**src/rtl/gg_enc_pkg.sv**
```systemverilog
// Shared types and helpers for the encoder bitstream writers.
package gg_enc_pkg;

    localparam int GG_MAXLEN = 32;

    typedef enum logic [1:0] {RUN, TRAIL, DRAIN} pack_state_t;

    function automatic int ceil8(input int x);
        return (x + 7) & ~7;
    endfunction

    function automatic logic [GG_MAXLEN-1:0] len_mask(input int len);
        logic [GG_MAXLEN-1:0] m;
        for (int i = 0; i < GG_MAXLEN; i++) m[i] = (i < len);
        return m;
    endfunction

endpackage

```
**src/rtl/gg_bit_insert.sv**
```systemverilog
// Places a masked code (and optional start mark) into a left-aligned
// WID+MAXLEN vector so its first bit lands at offset 'off' from the top.
module gg_bit_insert
    import gg_enc_pkg::*;
#(
    parameter int WID    = 128,
    parameter int MAXLEN = GG_MAXLEN
) (
    input  logic [$clog2(WID+MAXLEN+1)-1:0] off,
    input  logic [MAXLEN-1:0]               code,
    input  logic [$clog2(MAXLEN+1)-1:0]     len,
    input  logic                            mark,
    output logic [WID+MAXLEN-1:0]           code_vec,
    output logic [WID+MAXLEN-1:0]           mark_vec
);
    localparam int TOT = WID + MAXLEN;

    always_comb begin
        code_vec = '0;
        mark_vec = '0;
        // Zero-length symbols contribute nothing, not even a mark.
        if (len != '0 && (int'(off) + int'(len)) <= TOT) begin
            code_vec = TOT'(code & len_mask(int'(len))) << (TOT - int'(off) - int'(len));
            mark_vec = TOT'(mark) << (TOT - 1 - int'(off));
        end
    end

endmodule

```
**src/rtl/gg_vlc_bit_packer.sv**
```systemverilog
// Packs variable-length codes into big-endian words with aligned start marks;
// a flush appends RBSP trailing bits and drains the final partial word.
module gg_vlc_bit_packer
    import gg_enc_pkg::*;
#(
    parameter int WID    = 128,
    parameter int MAXLEN = GG_MAXLEN
) (
    input  logic                          clk,
    input  logic                          reset,
    input  logic                          in_valid,
    output logic                          in_ready,
    input  logic [MAXLEN-1:0]             in_code,
    input  logic [$clog2(MAXLEN+1)-1:0]   in_len,
    input  logic                          in_mark,
    input  logic                          in_flush,
    output logic                          out_valid,
    input  logic                          out_ready,
    output logic [WID-1:0]                out_bits,
    output logic [WID-1:0]                out_mark,
    output logic [$clog2(WID+1)-1:0]      out_nbits,
    output logic                          out_last
);
    localparam int TOT = WID + MAXLEN;
    localparam int FW  = $clog2(TOT + 1);
    localparam int NW  = $clog2(WID + 1);

    logic [TOT-1:0] acc, acc_n, acc_b, ins_code;
    logic [TOT-1:0] mrk, mrk_n, mrk_b, ins_mark;
    logic [FW-1:0]  fill, fill_n, fill_b;
    pack_state_t    state, state_n;
    logic           accept, emit, last_word;

    gg_bit_insert #(.WID(WID), .MAXLEN(MAXLEN)) u_insert (
        .off      (fill_b),
        .code     (in_code),
        .len      (in_len),
        .mark     (in_mark),
        .code_vec (ins_code),
        .mark_vec (ins_mark)
    );

    always_comb begin
        in_ready  = (state == RUN) && (fill <= FW'(WID));
        last_word = (state == DRAIN) && (fill <= FW'(WID));
        out_valid = ((state == RUN) && (fill >= FW'(WID))) || (state == DRAIN);
        out_bits  = '0;
        out_mark  = '0;
        out_nbits = '0;
        out_last  = 1'b0;
        if (out_valid) begin
            // Bits past 'fill' are always zero, so a partial word needs no masking.
            out_bits  = acc[TOT-1 -: WID];
            out_mark  = mrk[TOT-1 -: WID];
            out_nbits = last_word ? NW'(fill) : NW'(WID);
            out_last  = last_word;
        end
        accept = in_valid && in_ready;
        emit   = out_valid && out_ready;
    end

    // The word leaves first, so a same-cycle symbol lands at fill-WID.
    always_comb begin
        acc_b  = emit ? (acc << WID) : acc;
        mrk_b  = emit ? (mrk << WID) : mrk;
        fill_b = emit ? (fill - FW'(WID)) : fill;
    end

    always_comb begin
        acc_n   = acc_b;
        mrk_n   = mrk_b;
        fill_n  = fill_b;
        state_n = state;
        unique case (state)
            RUN: begin
                if (accept) begin
                    acc_n  = acc_b | ins_code;
                    mrk_n  = mrk_b | ins_mark;
                    fill_n = fill_b + FW'(in_len);
                    if (in_flush) state_n = TRAIL;
                end
            end
            TRAIL: begin
                acc_n   = acc | (TOT'(1) << (TOT - 1 - int'(fill)));
                fill_n  = FW'(ceil8(int'(fill) + 1));
                state_n = DRAIN;
            end
            DRAIN: begin
                if (emit && last_word) begin
                    acc_n   = '0;
                    mrk_n   = '0;
                    fill_n  = '0;
                    state_n = RUN;
                end
            end
            default: state_n = RUN;
        endcase
    end

    always_ff @(posedge clk or negedge reset) begin
        if (!reset) begin
            acc   <= '0;
            mrk   <= '0;
            fill  <= '0;
            state <= RUN;
        end else begin
            acc   <= acc_n;
            mrk   <= mrk_n;
            fill  <= fill_n;
            state <= state_n;
        end
    end

endmodule

```
**config.mk**
```make
export PLATFORM = sky130hd
export DESIGN_NAME = gg_vlc_bit_packer
export DESIGN_NICKNAME = d
export VERILOG_FILES = /design/src/rtl/gg_enc_pkg.sv /design/src/rtl/gg_bit_insert.sv /design/src/rtl/gg_vlc_bit_packer.sv
export SDC_FILE = /design/constraint.sdc
export NUM_CORES = 1
export LEC_CHECK = 0
export ABC_AREA = 1
export ABC_CLOCK_PERIOD_IN_PS = 3850
export BUFFER_PORTS_ARGS = -buffer_cell sky130_fd_sc_hd__buf_2
export CORE_ASPECT_RATIO = 1.75
export CORE_MARGIN = 2
export CORE_UTILIZATION = 37
export CTS_CLUSTER_SIZE = 8
export DETAILED_ROUTE_END_ITERATION = 8
export GPL_TIMING_DRIVEN = 0
export PLACE_DENSITY = 0.59
export SLEW_MARGIN = 5
export SYNTH_ARGS = -nofsm -noshare
export SYNTH_HDL_FRONTEND = slang
export SYNTH_HIERARCHICAL = 1
export SYNTH_SLANG_ARGS = --single-unit
```
**constraint.sdc**
```tcl
create_clock -name clk -period 3.85 [get_ports clk]
set_clock_uncertainty 0.05 [all_clocks]
set_input_delay 0.385 -clock clk [delete_from_list [all_inputs] [get_ports clk]]
set_output_delay 0.385 -clock clk [all_outputs]
set_load 0.005 [all_outputs]
```
==> summary.txt <==
Clock tree
  • Clock tree from TritonCTS: yes
  • Clock latency on the worst-skew pair: around 0.59 ns
  • Clk sink count: 330
  • Clock H-tree levels: 2
  • Clock Tree Buf Depth: 3
  • CTS Root Buffer Type: sky130_fd_sc_hd__clkbuf_16
  • Cts bufs inserted: 47
  • Clock-pin slew reported for the worst setup and hold paths after clock tree synthesis: roughly 0.06 ns

Critical path
  • Setup crit end kind: register
  • Worst Setup Path Type: reg2reg
  • Setup slack, reg-to-reg: -0.29 ns
  • R2r worst-path depth: 17
  • End of the worst register-to-register path: acc[153]$_DFF_PN0_
  • Crit path arrival time: between 4 and 5 ns
  • Data required time of the worst path: roughly 4.3 ns
  • Launching element type of the critical path: register
  • Origin of the critical flop-to-flop path: fill[0]$_DFFE_PN0P_
  • Largest fanout on the critical path: 10

STA
  • Slew of the pin with the lowest slew margin: 1.339 ns
  • Setup repair after global routing missed its margin: yes
  • Fin worst setup slack: -0.2940 ns
  • Share of the clock period used by the worst path after layout: 107.6%
  • Total negative slack: -10.58 ns
  • Max Clk Rate: around 0.24 GHz
  • Tmin final: 4.144 ns
  • Hold Vio Cnt, Final: 0
  • Max-slew violation total from the final report: 0
  • Relative slew slack: ~11%
  • Final setup vio count: 110

Placed design
  • Placed cell count: between 5000 and 6000
  • Final weighted congestion of routability-driven global placement: 1.106
  • Number of buffers inserted by port buffering: 310
  • Detailed Place HPWL: roughly 120000 um

Route
  • Antenna-violating nets left: 0
  • Wire length per cell after detailed routing: about 28 um
  • Remaining DRCs: 0
  • Total wire length after detailed routing: ~150000 um
  • Detail-routed via count per cell: approximately 5.8
  • Number of detailed-routing iterations run before antenna repair: 6
  • Drt first-iter violations: about 2700
  • Vias: between 30000 and 40000

Synthesis
  • Post-synth cell types: slightly below 60
  • Post-synthesis async set-or-reset flop share: 100.0%
  • Seq cells post-synth: 330
  • Post-synth design cell area: ~25000 sq um
  • Largest area contributor in the synthesized netlist: sky130_fd_sc_hd__dfrtp_1
  • Post-synth top area share: between 30 and 40%
  • Cell types occupying the most area after synthesis: sky130_fd_sc_hd__dfrtp_1, sky130_fd_sc_hd__nand2_1, sky130_fd_sc_hd__nor2_1, sky130_fd_sc_hd__nand3_1, sky130_fd_sc_hd__inv_1
  • EDFF count, synth: 0
  • Yosys synthesis warning count: 6
  • Syn avg cell area: 6.373 sq um
  • Syn nets: between 4000 and 5000
  • Cell count after synthesis: ~4000
  • Sequential cell area fraction in the yosys report: 32.84%
  • Commonest cells in the netlist: sky130_fd_sc_hd__nand2_1, sky130_fd_sc_hd__nor2_1, sky130_fd_sc_hd__nand3_1
  • Predominant post-synthesis flop cell: sky130_fd_sc_hd__dfrtp_1
  • Most common cell in the netlist: sky130_fd_sc_hd__nand2_1

Die
  • Die outline area: roughly 70000 sq um
  • Die Span X: roughly 200 um
  • Core area: 67320 sq um
  • Core Rows: 126
  • Height of the chip: 348.8 um
  • Initial core utilization: between 30% and 40%
  • I/O pins: ~310

Global routing
  • Vias in the first global route: between 30000 and 40000
  • Antenna violations before repair: 7
  • Maximum number of pins on one net before global-route repair: approximately 110
  • Global-route wire length before repair: 211100 um
  • Global routing usage summed across all routing layers: a little over two fifths
  • Congestion Overflow GR: 0

Cells and area
  • Post-layout net count: 4461
  • Filler-free cell count of the finished design: 5292
  • Layout overhead on the synthesized area: 32.42%
  • Ratio of cells with drive above 1 in the final layout: between 20% and 30%
  • Filler instances: 7134

Worst hold path
  • Startpoint of the most critical hold path: in_flush
  • Worst min-delay path endpoint: state[0]$_DFFE_PN0P_
  • Worst Hold Class: in2reg
  • Worst Hold Path Cells: 3

Outcome
  • Violations in the final reports: negative setup slack
  • Result of the run: finished with violations

Run
  • Max-cap violations: 0
[layout by cell type (no fill, tap or decap), types with 32 or more instances in the layout]
cell type and count:
sky130_fd_sc_hd__a21oi_1 58, sky130_fd_sc_hd__a22o_1 32, sky130_fd_sc_hd__buf_2 397, sky130_fd_sc_hd__buf_4 92, sky130_fd_sc_hd__clkbuf_1 131, sky130_fd_sc_hd__clkbuf_16 48
sky130_fd_sc_hd__dfrtp_1 322, sky130_fd_sc_hd__inv_1 365, sky130_fd_sc_hd__nand2_1 935, sky130_fd_sc_hd__nand2_2 77, sky130_fd_sc_hd__nand2_4 56, sky130_fd_sc_hd__nand3_1 173
sky130_fd_sc_hd__nand3_2 148, sky130_fd_sc_hd__nand3_4 59, sky130_fd_sc_hd__nand4_1 209, sky130_fd_sc_hd__nor2_1 578, sky130_fd_sc_hd__o2111ai_1 71, sky130_fd_sc_hd__o21ai_0 212
[flip-flops by register name, indices dropped and copies added (netlist names)]
| register | count |
|---|---|
| fill | 8 |
| state | 2 |
| acc | 160 |
| mrk | 160 |
[per-layer routing]
| layer | track usage, % | wire length, um | vias up |
|---|---|---|---|
| li1 | - | - | 13783 |
| met4 | 43.64 | 19070 | 10 |
| met3 | 8.765 | 11460 | 720 |
| met2 | 69.74 | 70060 | 1792 |
| met5 | 0 | 83 | - |
| met1 | 42.25 | 49000 | 14624 |
[how the worst max path moves through the flow]
stage / start / to / slack (ns) / depth (start not counted)
after floorplan: fill[1]$_DFFE_PN0P_ / acc[129]$_DFF_PN0_ / 0.31 / 29
after global placement: reset / acc[122]$_DFF_PN0_ / -4.45 / 1
after detailed placement: fill[3]$_DFFE_PN0P_ / acc[153]$_DFF_PN0_ / -1.69 / 16
after CTS: fill[1]$_DFFE_PN0P_ / acc[146]$_DFF_PN0_ / -0.12 / 30
final: fill[0]$_DFFE_PN0P_ / acc[153]$_DFF_PN0_ / -0.29 / 17
after global routing: fill[1]$_DFFE_PN0P_ / acc[157]$_DFF_PN0_ / -0.47 / 27
[metrics by stage]
step | util, % | worst slack, ns | hold WS (ns) | cell area, sq um
after floorplan | - | 0.3124 | 0.03941 | 25140
after global placement | 41.32 | -4.448 | 0.4275 | 27820
after detailed placement | 41.46 | -1.692 | 0.2292 | 27910
after CTS | 47.06 | -0.1160 | 0.01693 | 31680
after global routing | 49.44 | -0.4651 | 0.04232 | 33280
final | 49.46 | -0.2940 | 0.03082 | 33290
[layout make-up]
class                           count  area (sq um)  area share, %
Antenna cell                        4         10.01        0.03006
Buffer                            297          1526          4.585
Clock buffer                       47          1176          3.533
Clock inverter                      5         62.56         0.1879
Inverter                          396          1510          4.536
Multi-Input combinational cell   2920         17140          51.49
Sequential cell                   330          8270          24.84
Tap cell                          896          1121          3.367
Timing Repair Buffer              397          2475          7.434
[kinds of logic after synthesis]
kind of cell	Yosys count	synth area share [%]
fa+ha+maj	28	1.483
compound gates	547	13.71
buf+inv	696	11.43
simple gates	2330	39.99
xor+xnor	14	0.5474
flops	330	32.84
[worst max-delay path, cell delays in order (launching register included)]
cell,delay [ns]
sky130_fd_sc_hd__dfrtp_2,0.41
sky130_fd_sc_hd__inv_4,0.05
sky130_fd_sc_hd__buf_4,0.16
sky130_fd_sc_hd__ha_1,0.28
sky130_fd_sc_hd__fa_2,0.77
sky130_fd_sc_hd__clkinv_2,0.26
sky130_fd_sc_hd__buf_2,0.32
sky130_fd_sc_hd__nand3_1,0.21
sky130_fd_sc_hd__nand3_1,0.20
sky130_fd_sc_hd__nand3_2,0.12
sky130_fd_sc_hd__nand3_2,0.08
sky130_fd_sc_hd__nand2_4,0.15
sky130_fd_sc_hd__nand3_4,0.08
sky130_fd_sc_hd__a21oi_4,0.40
sky130_fd_sc_hd__nand4_1,0.23
sky130_fd_sc_hd__nand2_1,0.12
sky130_fd_sc_hd__nand2_1,0.06
sky130_fd_sc_hd__nand4_1,0.10
[timing repair]
| action | CTS | global route |
|---|---|---|
| pin swaps | 136 | 133 |
| gates cloned | 4 | 1 |
| endpoints found under the hold margin | 34 | 0 |
| setup endpoints to repair | 338 | 321 |
| gates resized for setup | 483 | 294 |
| setup buffers | 53 | 25 |
| hold buffers | 1 | 0 |
Power is not shown: default switching activity piles up to over one toggle a cycle in this logic, so the estimate is an artifact.
